### src/rtl/wormhole_arbiter.sv
// wormhole_arbiter: round-robin wormhole arbiter that locks one input onto the
// shared output link from HEAD until TAIL.
module wormhole_arbiter #(
    parameter int N_IN       = 4,
    parameter int DATA_WIDTH = 32,
    parameter int TYPE_WIDTH = 2
) (
    input  logic                       clk,
    input  logic                       rst,
    input  logic [N_IN*DATA_WIDTH-1:0] in_data,
    input  logic [N_IN-1:0]            in_valid,
    output logic [N_IN-1:0]            in_ready,
    output logic [DATA_WIDTH-1:0]      out_data,
    output logic                       out_valid,
    input  logic                       out_ready,
    output logic [N_IN-1:0]            grant,
    output logic                       busy,
    output logic                       protocol_err
);
    localparam int PW = (N_IN > 1) ? $clog2(N_IN) : 1;
    localparam logic [TYPE_WIDTH-1:0] T_INV  = TYPE_WIDTH'(0);
    localparam logic [TYPE_WIDTH-1:0] T_HEAD = TYPE_WIDTH'(1);
    localparam logic [TYPE_WIDTH-1:0] T_TAIL = TYPE_WIDTH'(3);
    typedef enum logic {IDLE, LOCKED} state_t;
    state_t                  state_q, state_d;
    logic [N_IN-1:0]         grant_q, grant_d;
    logic [PW-1:0]           gidx_q, gidx_d, rr_q, rr_d, win, j;
    logic                    first_q, first_d;
    logic [DATA_WIDTH-1:0]   flit [N_IN];
    logic [N_IN-1:0]         is_head, cand, drop;
    logic [DATA_WIDTH-1:0]   g_flit;
    logic [TYPE_WIDTH-1:0]   g_type;
    logic                    locked, xfer;
    always_comb begin
        for (int i = 0; i < N_IN; i++) begin
            flit[i]    = in_data[i*DATA_WIDTH +: DATA_WIDTH];
            is_head[i] = flit[i][DATA_WIDTH-1 -: TYPE_WIDTH] == T_HEAD;
        end
    end
    assign cand   = in_valid & is_head;
    assign drop   = in_valid & ~is_head;
    assign locked = state_q == LOCKED;
    assign g_flit = flit[gidx_q];
    assign g_type = g_flit[DATA_WIDTH-1 -: TYPE_WIDTH];
    assign xfer   = locked & in_valid[gidx_q] & out_ready;
    // Descending scan so the candidate closest to rr_q is the last one written.
    always_comb begin
        win = '0;
        j   = '0;
        for (int k = N_IN - 1; k >= 0; k--) begin
            j = PW'((int'(rr_q) + k) % N_IN);
            if (cand[j]) win = j;
        end
    end
    assign out_data     = g_flit;
    assign out_valid    = rst & locked & in_valid[gidx_q];
    assign in_ready     = !rst ? '0 : locked ? (grant_q & {N_IN{out_ready}}) : drop;
    assign protocol_err = rst & (locked ? xfer & (g_type == T_INV | (g_type == T_HEAD & !first_q)) : |drop);
    assign grant        = grant_q;
    assign busy         = locked;
    // first_q marks that the packet's own HEAD has not yet been forwarded.
    always_comb begin
        state_d = state_q;
        grant_d = grant_q;
        gidx_d  = gidx_q;
        rr_d    = rr_q;
        first_d = first_q;
        if (!locked && |cand) begin
            state_d = LOCKED;
            grant_d = N_IN'(1) << win;
            gidx_d  = win;
            first_d = 1'b1;
        end else if (xfer) begin
            first_d = 1'b0;
            if (g_type == T_TAIL) begin
                state_d = IDLE;
                grant_d = '0;
                rr_d    = (gidx_q == PW'(N_IN - 1)) ? '0 : gidx_q + PW'(1);
            end
        end
    end
    always_ff @(posedge clk or negedge rst) begin
        if (!rst) begin
            state_q <= IDLE;
            grant_q <= '0;
            gidx_q  <= '0;
            rr_q    <= '0;
            first_q <= 1'b0;
        end else begin
            state_q <= state_d;
            grant_q <= grant_d;
            gidx_q  <= gidx_d;
            rr_q    <= rr_d;
            first_q <= first_d;
        end
    end
endmodule

### config.mk
export PLATFORM = sky130hd
export DESIGN_NAME = wormhole_arbiter
export DESIGN_NICKNAME = d
export VERILOG_FILES = /design/src/rtl/wormhole_arbiter.sv
export SDC_FILE = /design/constraint.sdc
export NUM_CORES = 1
export LEC_CHECK = 0
export ABC_CLOCK_PERIOD_IN_PS = 3670
export BUFFER_PORTS_ARGS = -buffer_cell sky130_fd_sc_hd__buf_2
export CORE_AREA = 2 2 70 72
export DETAILED_ROUTE_END_ITERATION = 8
export DIE_AREA = 0 0 72 74
export PLACE_DENSITY = 0.82
export SYNTH_ARGS = -nofsm -noshare
export SYNTH_HDL_FRONTEND = slang
export SYNTH_SLANG_ARGS = --single-unit
### constraint.sdc
create_clock -name clk -period 3.67 [get_ports clk]
set_input_delay 0 -clock clk [delete_from_list [all_inputs] [get_ports clk]]
set_output_delay 0 -clock clk [all_outputs]
set_load 0.01 [all_outputs]
==> metrics.csv, run 1 <==
stage,metric,value,unit
drt,drc,0,
pwr,vdd_drop_max,0.432,mV
logic_synthesis,syn_avg_cell_area,12.2,um^2
logic_synthesis,synth-seq-cells,10,
sta,slew_viol_final,0,
logic_synthesis,seq_area_frac_synth,16.9,%
die,dieHeight,74,um
sta,slew_headroom,63.3,%
drt,ant_nets,0,
clock_network,cts_sinks,10,
drt,drt_iter0_drc,88,
sta,fin_worst_skew,0.00414,ns
setup_path,endpoint_kind,output pin,
sta,period_minus_slack,2.27,ns
logic_synthesis,synth_common_cells,"mux4_2, nand2_1, o21ai_0",
worst_hold_path,hp-class,primary input to flip-flop,
drt,vias_per_cell,5.47,
sta,finalSetupTns,0,ns
pwr,power_density,583,nW/um^2
logic_synthesis,ys.warnings.count,0,
run,cap_violations,0,
logic_synthesis,async_reset_ff_share,100,%
placed_design,hpwlAfterDp,5550,um
die,start_util,32.2,%
clock_network,htree_levels,1,
setup_path,cp.arrival,2.27,ns
layout,num_antenna_cells,0,
clock_network,clockBufferDepth,2,
clock_network,cts_setup_buffers,0,
logic_synthesis,synthTopCellsByArea,"mux4_2, dfrtp_1, o21ai_0",
drt,drt-total-wl,6440,um
sta,hold_viol_final,0,
grt,grt_max_degree,28,
sta,setup_violations,0,
logic_synthesis,syn_area,1480,um^2
grt,grt_pass1_wl,9470,um
placed_design,portBuffers,177,
grt,grtUsageMet1,31.2,%
setup_path,crit_required,3.67,ns
placed_design,placed_cells,344,
layout,drive_above_1_share,74.6,%
clock_network,cts_root_buf,clkbuf_8,
logic_synthesis,netlist.area_leader.share,50.3,%
logic_synthesis,yosys.area.top_type,mux4_2,
die,die-width,72,um
clock_network,cts_tree,built,
setup_path,start_kind,flip-flop,
clock_network,clock_latency,0.23,ns
sta,worstMarginPinSlew,0.551,ns
drt,dr_total_vias,1909,
logic_synthesis,synth_cell_types,34,
sta,rsz0062_at_grt,no,
layout,fin_cells,349,
clock_network,cts_buffers,3,
layout,syn2layout_area_growth,65.5,%
pwr,cellLeakagePower,0.00122,uW
setup_path,cp_max_fo,19,
status,status,completed,
clock_network,clk_pin_slew,0.05,ns
die,num_rows,25,
grt,grtUsageTotal,23.4,%
sta,fin_crit_sh,61.8,%
setup_path,worst-setup-path-type,flip-flop to output pin,
grt,gr-usage-met2,38.9,%
logic_synthesis,syn-num-nets,257,
logic_synthesis,yosysMostFrequentCell,mux4_2,
sta,max_freq,0.441,GHz
logic_synthesis,synth-edff-count,0,
layout,nets,432,
grt,globalRoute.totalOverflow,0,
grt,grt_pass1_vias,1929,
drt,wire_per_inst,18.5,um
grt,antenna_found_initial,0,
layout,nFillCells,412,
die,die_area,5330,um^2
grt,met3_usage,6.64,%
drt,first_pass_iters,4,
die,core_area,4600,um^2
logic_synthesis,syn_inst,121,
placed_design,gp_congestion,0.836,
die,design.portCount,178,
grt,gr-max-usage-layer,met2,
logic_synthesis,ys.flop_type,dfrtp_1,
## cells in the final DEF (no fill, tap or decap), types with 2 or more instances in the layout
master | Yosys | final
inv_1 | 5 | 5
buf_4 | 0 | 2
mux4_2 | 33 | 33
buf_2 | 3 | 177
o22ai_1 | 2 | 2
a21oi_1 | 2 | 2
clkbuf_8 | 0 | 3
nand2_1 | 12 | 12
o21ai_0 | 11 | 11
a211oi_1 | 2 | 2
nand3b_1 | 4 | 4
and3b_1 | 2 | 2
and2_1 | 4 | 4
dfrtp_1 | 10 | 9
nand3_1 | 3 | 3
o32ai_1 | 4 | 4
## sequential cells by signal, indices dropped and copies added, names as in the netlist
signal	cells
rr_q	2
gidx_q	2
first_q	1
busy	1
grant	4
## stage by stage
stage	hold WS (ns)	setup slack, ns	cell area, um^2	total power, uW	utilization [%]
CTS	0.178	1.34	2450	1450	53.2
global placement	-0.103	1.48	2390	1300	52.0
global route	0.205	1.17	2450	1550	53.2
floorplan	-0.296	2.05	1480	943	-
detailed placement	-0.0975	1.45	2390	1320	52.0
finish	0.186	1.40	2450	1430	53.2
## power breakdown
group	total [uW]	switching, uW	internal [uW]
clock	117	41.6	75.9
combinational	1040	481	556
sequential	273	115	158
## layout make-up
type	count	area (um^2)	share of cell area, %
Multi-Input combinational cell	96	1150	47.1
Sequential cell	10	251	10.3
Tap cell	54	67.6	2.76
Timing Repair Buffer	180	911	37.2
Inverter	5	18.8	0.767
Clock buffer	4	45.0	1.84
## metal layers
| metal | vias to the layer above | share of wire (%) |
|---|---|---|
| met5 | - | 0 |
| met4 | 0 | 0.68 |
| met3 | 6 | 12 |
| met2 | 107 | 48 |
| met1 | 933 | 40 |
| li1 | 863 | - |
## critical path: stages (launching register included)
cell	delay, ns
dfrtp_2	0.72
buf_4	0.43
mux4_2	0.41
a211oi_1	0.20
o211a_1	0.16
buf_2	0.12
## path summary, 6_finish.rpt
path / cells after the start / slack, ns / endpoint / from
worst min register to register: 2 / 0.49 / first_q / first_q
worst max register to register: 5 / 1.52 / rr_q[1] / gidx_q[0]
worst max-delay path: 5 / 1.40 / protocol_err / gidx_q[0]
min in group asynchronous: 2 / 0.20 / grant[3] / rst
worst min-delay path: 3 / 0.19 / rr_q[0] / out_ready
max in group asynchronous: 2 / 3.22 / gidx_q[0] / rst
## logic make-up (layout without fill, tap and decap cells)
logic type	count (synthesis)	in the layout	synth area share (%)
mux	34	34	51.3
compound gates	27	27	12.4
buf+inv	15	189	5.08
flops	10	10	16.9
simple gates	34	34	13.5
fa+ha+maj	1	1	0.846
## what timing repair did
item	4_1_cts	5_1_grt
resized for setup	0	0
setup endpoints to repair	0	0
hold buffers	1	0
hold endpoints to repair	10	0
Power figures use the tool's default switching activity.
==> run 2: changes to the inputs <==
ABC_CLOCK_PERIOD_IN_PS = 1900   (was 3670)
CORE_AREA = unset   (was 2 2 70 72)
CORE_MARGIN = 2   (was unset)
CORE_UTILIZATION = 30   (was unset)
DIE_AREA = unset   (was 0 0 72 74)
PLACE_DENSITY = 0.79   (was 0.82)
clock period = 1.9 ns   (was 3.67 ns; I/O delays follow)
==> metrics.csv, run 2 (synthesis results as in run 1) <==
stage,metric,value,unit
status,status,completed,
die,num_rows,25,
setup_path,worst-setup-path-type,flip-flop to output pin,
clock_network,cts_sinks,10,
setup_path,r2r-start,gidx_q[1],
die,start_util,31.3,%
placed_design,gp_congestion,0.889,
placed_design,portBuffers,177,
die,die-width,74.2,um
sta,max_freq,0.565,GHz
sta,slew_viol_final,0,
clock_network,cts_setup_buffers,0,
layout,nets,433,
layout,layout_commonest_cell,buf_2,
die,dieHeight,74.2,um
drt,wire_per_inst,18.0,um
drt,dr_total_vias,1953,
run,cap_violations,0,
sta,hold_viol_final,0,
clock_network,clockBufferDepth,2,
grt,grt_pass1_vias,1899,
drt,first_pass_iters,4,
setup_path,r2r_slack,0.25,ns
drt,drt-total-wl,6540,um
sta,finalWorstSetupSlack,0.130,ns
setup_path,cpPeakStageDelay,0.56,ns
pwr,power_density,1140,nW/um^2
pwr,cellLeakagePower,0.00124,uW
drt,ant_nets,0,
setup_path,cpMaxStageDelayCell,mux4_2,
grt,grt_pass1_wl,9140,um
clock_network,clk_pin_slew,0.05,ns
setup_path,cp_top_family,multiplexers,
setup_path,cp.arrival,1.77,ns
setup_path,crit_buf_inv,1,
worst_hold_path,min_from,out_ready,
setup_path,ff2ff_path_depth,4,
grt,grtUsageTotal,22.3,%
grt,antenna_found_initial,0,
clock_network,hold_buffers,1,
layout,syn2layout_area_growth,68.6,%
worst_hold_path,hp-class,primary input to flip-flop,
sta,fin_worst_skew,0.00438,ns
clock_network,cts_tree,built,
drt,drc,0,
clock_network,cts_buffers,3,
placed_design,placed_area,2430,um^2
clock_network,htree_levels,1,
layout,final_cell_mix,"buf_2, mux4_2, nand2_1",
setup_path,r2r_end,rr_q[1],
layout,fin_cells,363,
worst_hold_path,hold_end,rr_q[0],
placed_design,hpwlAfterDp,5530,um
setup_path,start_kind,flip-flop,
worst_hold_path,hold_depth,3,
sta,finalSetupTns,0,ns
die,core_area,4720,um^2
setup_path,crit_required,1.90,ns
drt,vias_per_cell,5.38,
clock_network,cts.repair.resized,0,
placed_design,preCtsSetupSlack,0.267,ns
setup_path,endpoint_kind,output pin,
sta,rsz0062_at_grt,no,
grt,grt_max_degree,34,
placed_design,placed_cells,358,
setup_path,cp_max_fo,4,
grt,globalRoute.totalOverflow,0,
sta,slew_headroom,69.5,%
clock_network,cts_root_buf,clkbuf_8,
layout,drive_above_1_share,75.0,%
layout,largest_register_ffs,4,
sta,period_minus_slack,1.77,ns
clock_network,clock_latency,0.24,ns
sta,setup_violations,0,
pwr,power,2850,uW
sta,worstMarginPinSlew,0.455,ns
layout,num_antenna_cells,0,
pwr,vdd_drop_max,0.843,mV
layout,fin_area,2490,um^2
sta,fin_crit_sh,93.1,%
setup_path,worstPathCellList,mux4_2 -> a211oi_1 -> o211a_1 -> buf_2,
die,design.portCount,178,
drt,drt_iter0_drc,55,
die,die_area,5510,um^2
run 2: area by class of cell:
type                    instances  area (um^2)
fillers                       430         2230
multi-input cells              96         1150
repair buffers                181          931
flip-flops and latches         10          251
well taps                      67         83.8
clock buffers                   4         55.1
inverters                       5         18.8
run 2: per-layer routing:
metal | up-vias | wire [um] | global-route usage, %
met3 | 12 | 741 | 7.05
met2 | 130 | 3060 | 35.9
li1 | 867 | - | -
met1 | 944 | 2660 | 28.8
met5 | - | 0 | 0
met4 | 0 | 75 | 6.94
run 2: stage by stage:
| stage | util [%] | hold slack (ns) |
|---|---|---|
| final | 52.8 | 0.155 |
| after detailed placement | 51.4 | -0.0870 |
| after global routing | 52.8 | 0.178 |
| after CTS | 52.8 | 0.147 |
| after floorplan | - | -0.296 |
| after global placement | 51.4 | -0.0998 |
run 2: power breakdown:
group	internal (uW)	total, uW	switching, uW
clock network	182	270	87.2
logic	1110	2140	1030
registers	306	441	134
total	1600	2850	1250
run 2: worst max path at each step:
stage	from	to	depth (start not counted)
floorplan	gidx_q[0]	rr_q[1]	5
global placement	gidx_q[1]	rr_q[1]	4
detailed placement	gidx_q[1]	rr_q[1]	4
CTS	gidx_q[0]	protocol_err	4
global route	gidx_q[0]	protocol_err	4
finish	gidx_q[0]	protocol_err	4
run 2: tightest hold or removal path, stage by stage:
cell     delay, ns
buf_2         0.14
nand3_2       0.13
o41ai_1       0.09
==> run 3: changes to the inputs <==
ABC_CLOCK_PERIOD_IN_PS = unset   (was 1900)
CELL_PAD_IN_SITES_DETAIL_PLACEMENT = 1   (was unset)
CELL_PAD_IN_SITES_GLOBAL_PLACEMENT = 2   (was unset)
CORE_UTILIZATION = 15   (was 30)
PLACE_DENSITY = 0.8   (was 0.79)
==> metrics.csv, run 3 (synthesis results as in run 1) <==
stage,metric,value,unit
drt,vias_per_cell,4.40,
pwr,power_density,1090,nW/um^2
clock_network,cts_root_buf,clkbuf_8,
sta,period_minus_slack,1.78,ns
layout,layout_commonest_cell,buf_2,
setup_path,start_kind,flip-flop,
layout,final_cell_mix,"buf_2, mux4_2, nand2_1",
sta,hold_viol_final,0,
layout,drive_above_1_share,75.4,%
layout,syn2layout_area_growth,75.0,%
die,num_rows,36,
setup_path,cp_top_family,multiplexers,
die,die-width,103,um
placed_design,placed_area,2520,um^2
grt,grt_pass1_vias,1916,
worst_hold_path,hold_depth,3,
setup_path,crit_buf_inv,1,
layout,post-route-util,26.7,%
run,cap_violations,0,
clock_network,cts_sinks,10,
drt,dr_total_vias,1892,
setup_path,worstPathCellList,mux4_2 -> a211oi_2 -> o211a_1 -> buf_2,
layout,largest_register_ffs,4,
setup_path,r2r_slack,0.27,ns
die,start_util,15.3,%
die,dieHeight,103,um
status,status,completed,
drt,drt-total-wl,6860,um
drt,drt_iter0_drc,32,
worst_hold_path,min_from,out_ready,
setup_path,crit_required,1.90,ns
drt,ant_nets,0,
setup_path,worst-setup-path-type,flip-flop to output pin,
layout,num_antenna_cells,0,
layout,nFillCells,1188,
die,die_area,10700,um^2
grt,grt_pass1_wl,9870,um
layout,fin_area,2590,um^2
setup_path,cp.arrival,1.78,ns
grt,globalRoute.totalOverflow,0,
placed_design,gp_congestion,0.809,
clock_network,clk_pin_slew,0.05,ns
sta,fin_crit_sh,93.8,%
grt,antenna_found_initial,0,
drt,first_pass_iters,4,
sta,holdWs,0.155,ns
clock_network,clock_latency,0.24,ns
clock_network,htree_levels,1,
setup_path,cpMaxStageDelayCell,mux4_2,
sta,slew_headroom,67.9,%
layout,seqCellArea,251,um^2
grt,grtUsageTotal,11.9,%
drt,wire_per_inst,16.0,um
worst_hold_path,hold_end,rr_q[0],
setup_path,r2r_end,rr_q[1],
worst_hold_path,hp-class,primary input to flip-flop,
grt,grt_max_degree,29,
setup_path,cpPeakStageDelay,0.57,ns
clock_network,cts_tree,built,
die,design.portCount,178,
drt,drc,0,
sta,finalSetupTns,0,ns
sta,rsz0062_at_grt,no,
sta,worstMarginPinSlew,0.479,ns
sta,max_freq,0.561,GHz
setup_path,ff2ff_path_depth,4,
setup_path,cp_max_fo,5,
pwr,cellLeakagePower,0.00124,uW
clock_network,clockBufferDepth,2,
setup_path,endpoint_kind,output pin,
layout,multi_input_area,1160,um^2
sta,fin_worst_skew,0.00604,ns
layout,nets,434,
sta,slew_viol_final,0,
die,core_area,9680,um^2
pwr,vdd_drop_max,0.307,mV
clock_network,cts_buffers,3,
placed_design,hpwlAfterDp,6040,um
sta,setup_violations,0,
clock_network,cts_setup_buffers,0,
placed_design,portBuffers,177,
setup_path,r2r-start,gidx_q[0],
-- run 3: stage by stage --
| stage | std cells | total power, uW | setup WS, ns |
|---|---|---|---|
| 2_1_floorplan | 121 | 1820 | 0.284 |
| 3_3_place_gp | 425 | 2570 | 0.310 |
| 3_5_place_dp | 425 | 2590 | 0.267 |
| 4_1_cts | 430 | 2880 | 0.0440 |
| 5_1_grt | 430 | 3080 | 0.0279 |
| 6_report | 430 | 2830 | 0.117 |
-- run 3: timing repair --
action	in CTS	in global routing
endpoints found under the setup margin	0	1
hold endpoints to repair	10	0
hold buffers	1	0
resized for setup	0	1
-- run 3: worst max-delay path by stage --
stage,startpoint,to,slack (ns),cells after the start
2_1_floorplan,gidx_q[0],rr_q[1],0.28,5
3_3_place_gp,gidx_q[1],rr_q[1],0.31,4
3_5_place_dp,gidx_q[1],rr_q[1],0.27,4
4_1_cts,gidx_q[0],protocol_err,0.04,4
5_1_grt,gidx_q[0],protocol_err,0.03,4
6_report,gidx_q[0],protocol_err,0.12,4
-- run 3: metal layers --
layer / vias up / part of all wire (%) / global-route usage (%)
li1: 869 / - / -
met1: 930 / 37 / 13.9
met2: 84 / 53 / 22.7
met4: 0 / 0.84 / 1.82
met5: - / 0 / 0
met3: 9 / 8.8 / 2.62
-- run 3: layout make-up --
type / count / area share, %
multi-input combinational: 96 / 44.8
inverter: 5 / 0.725
clock buffer: 4 / 2.13
timing repair buffer: 182 / 36.2
sequential: 10 / 9.71
tap: 133 / 6.43
-- run 3: worst min-delay path, cell delays in order --
cell and delay, ns:
buf_2 0.14, nand3_2 0.13, o41ai_1 0.09
-- run 3: power by group --
part           total, uW  leakage (uW)  switching [uW]  internal, uW
clock network        273     0.0000288            90.3           183
logic               2110       0.00109             980          1130
registers            452      0.000126             146           306
total               2830       0.00124            1220          1610
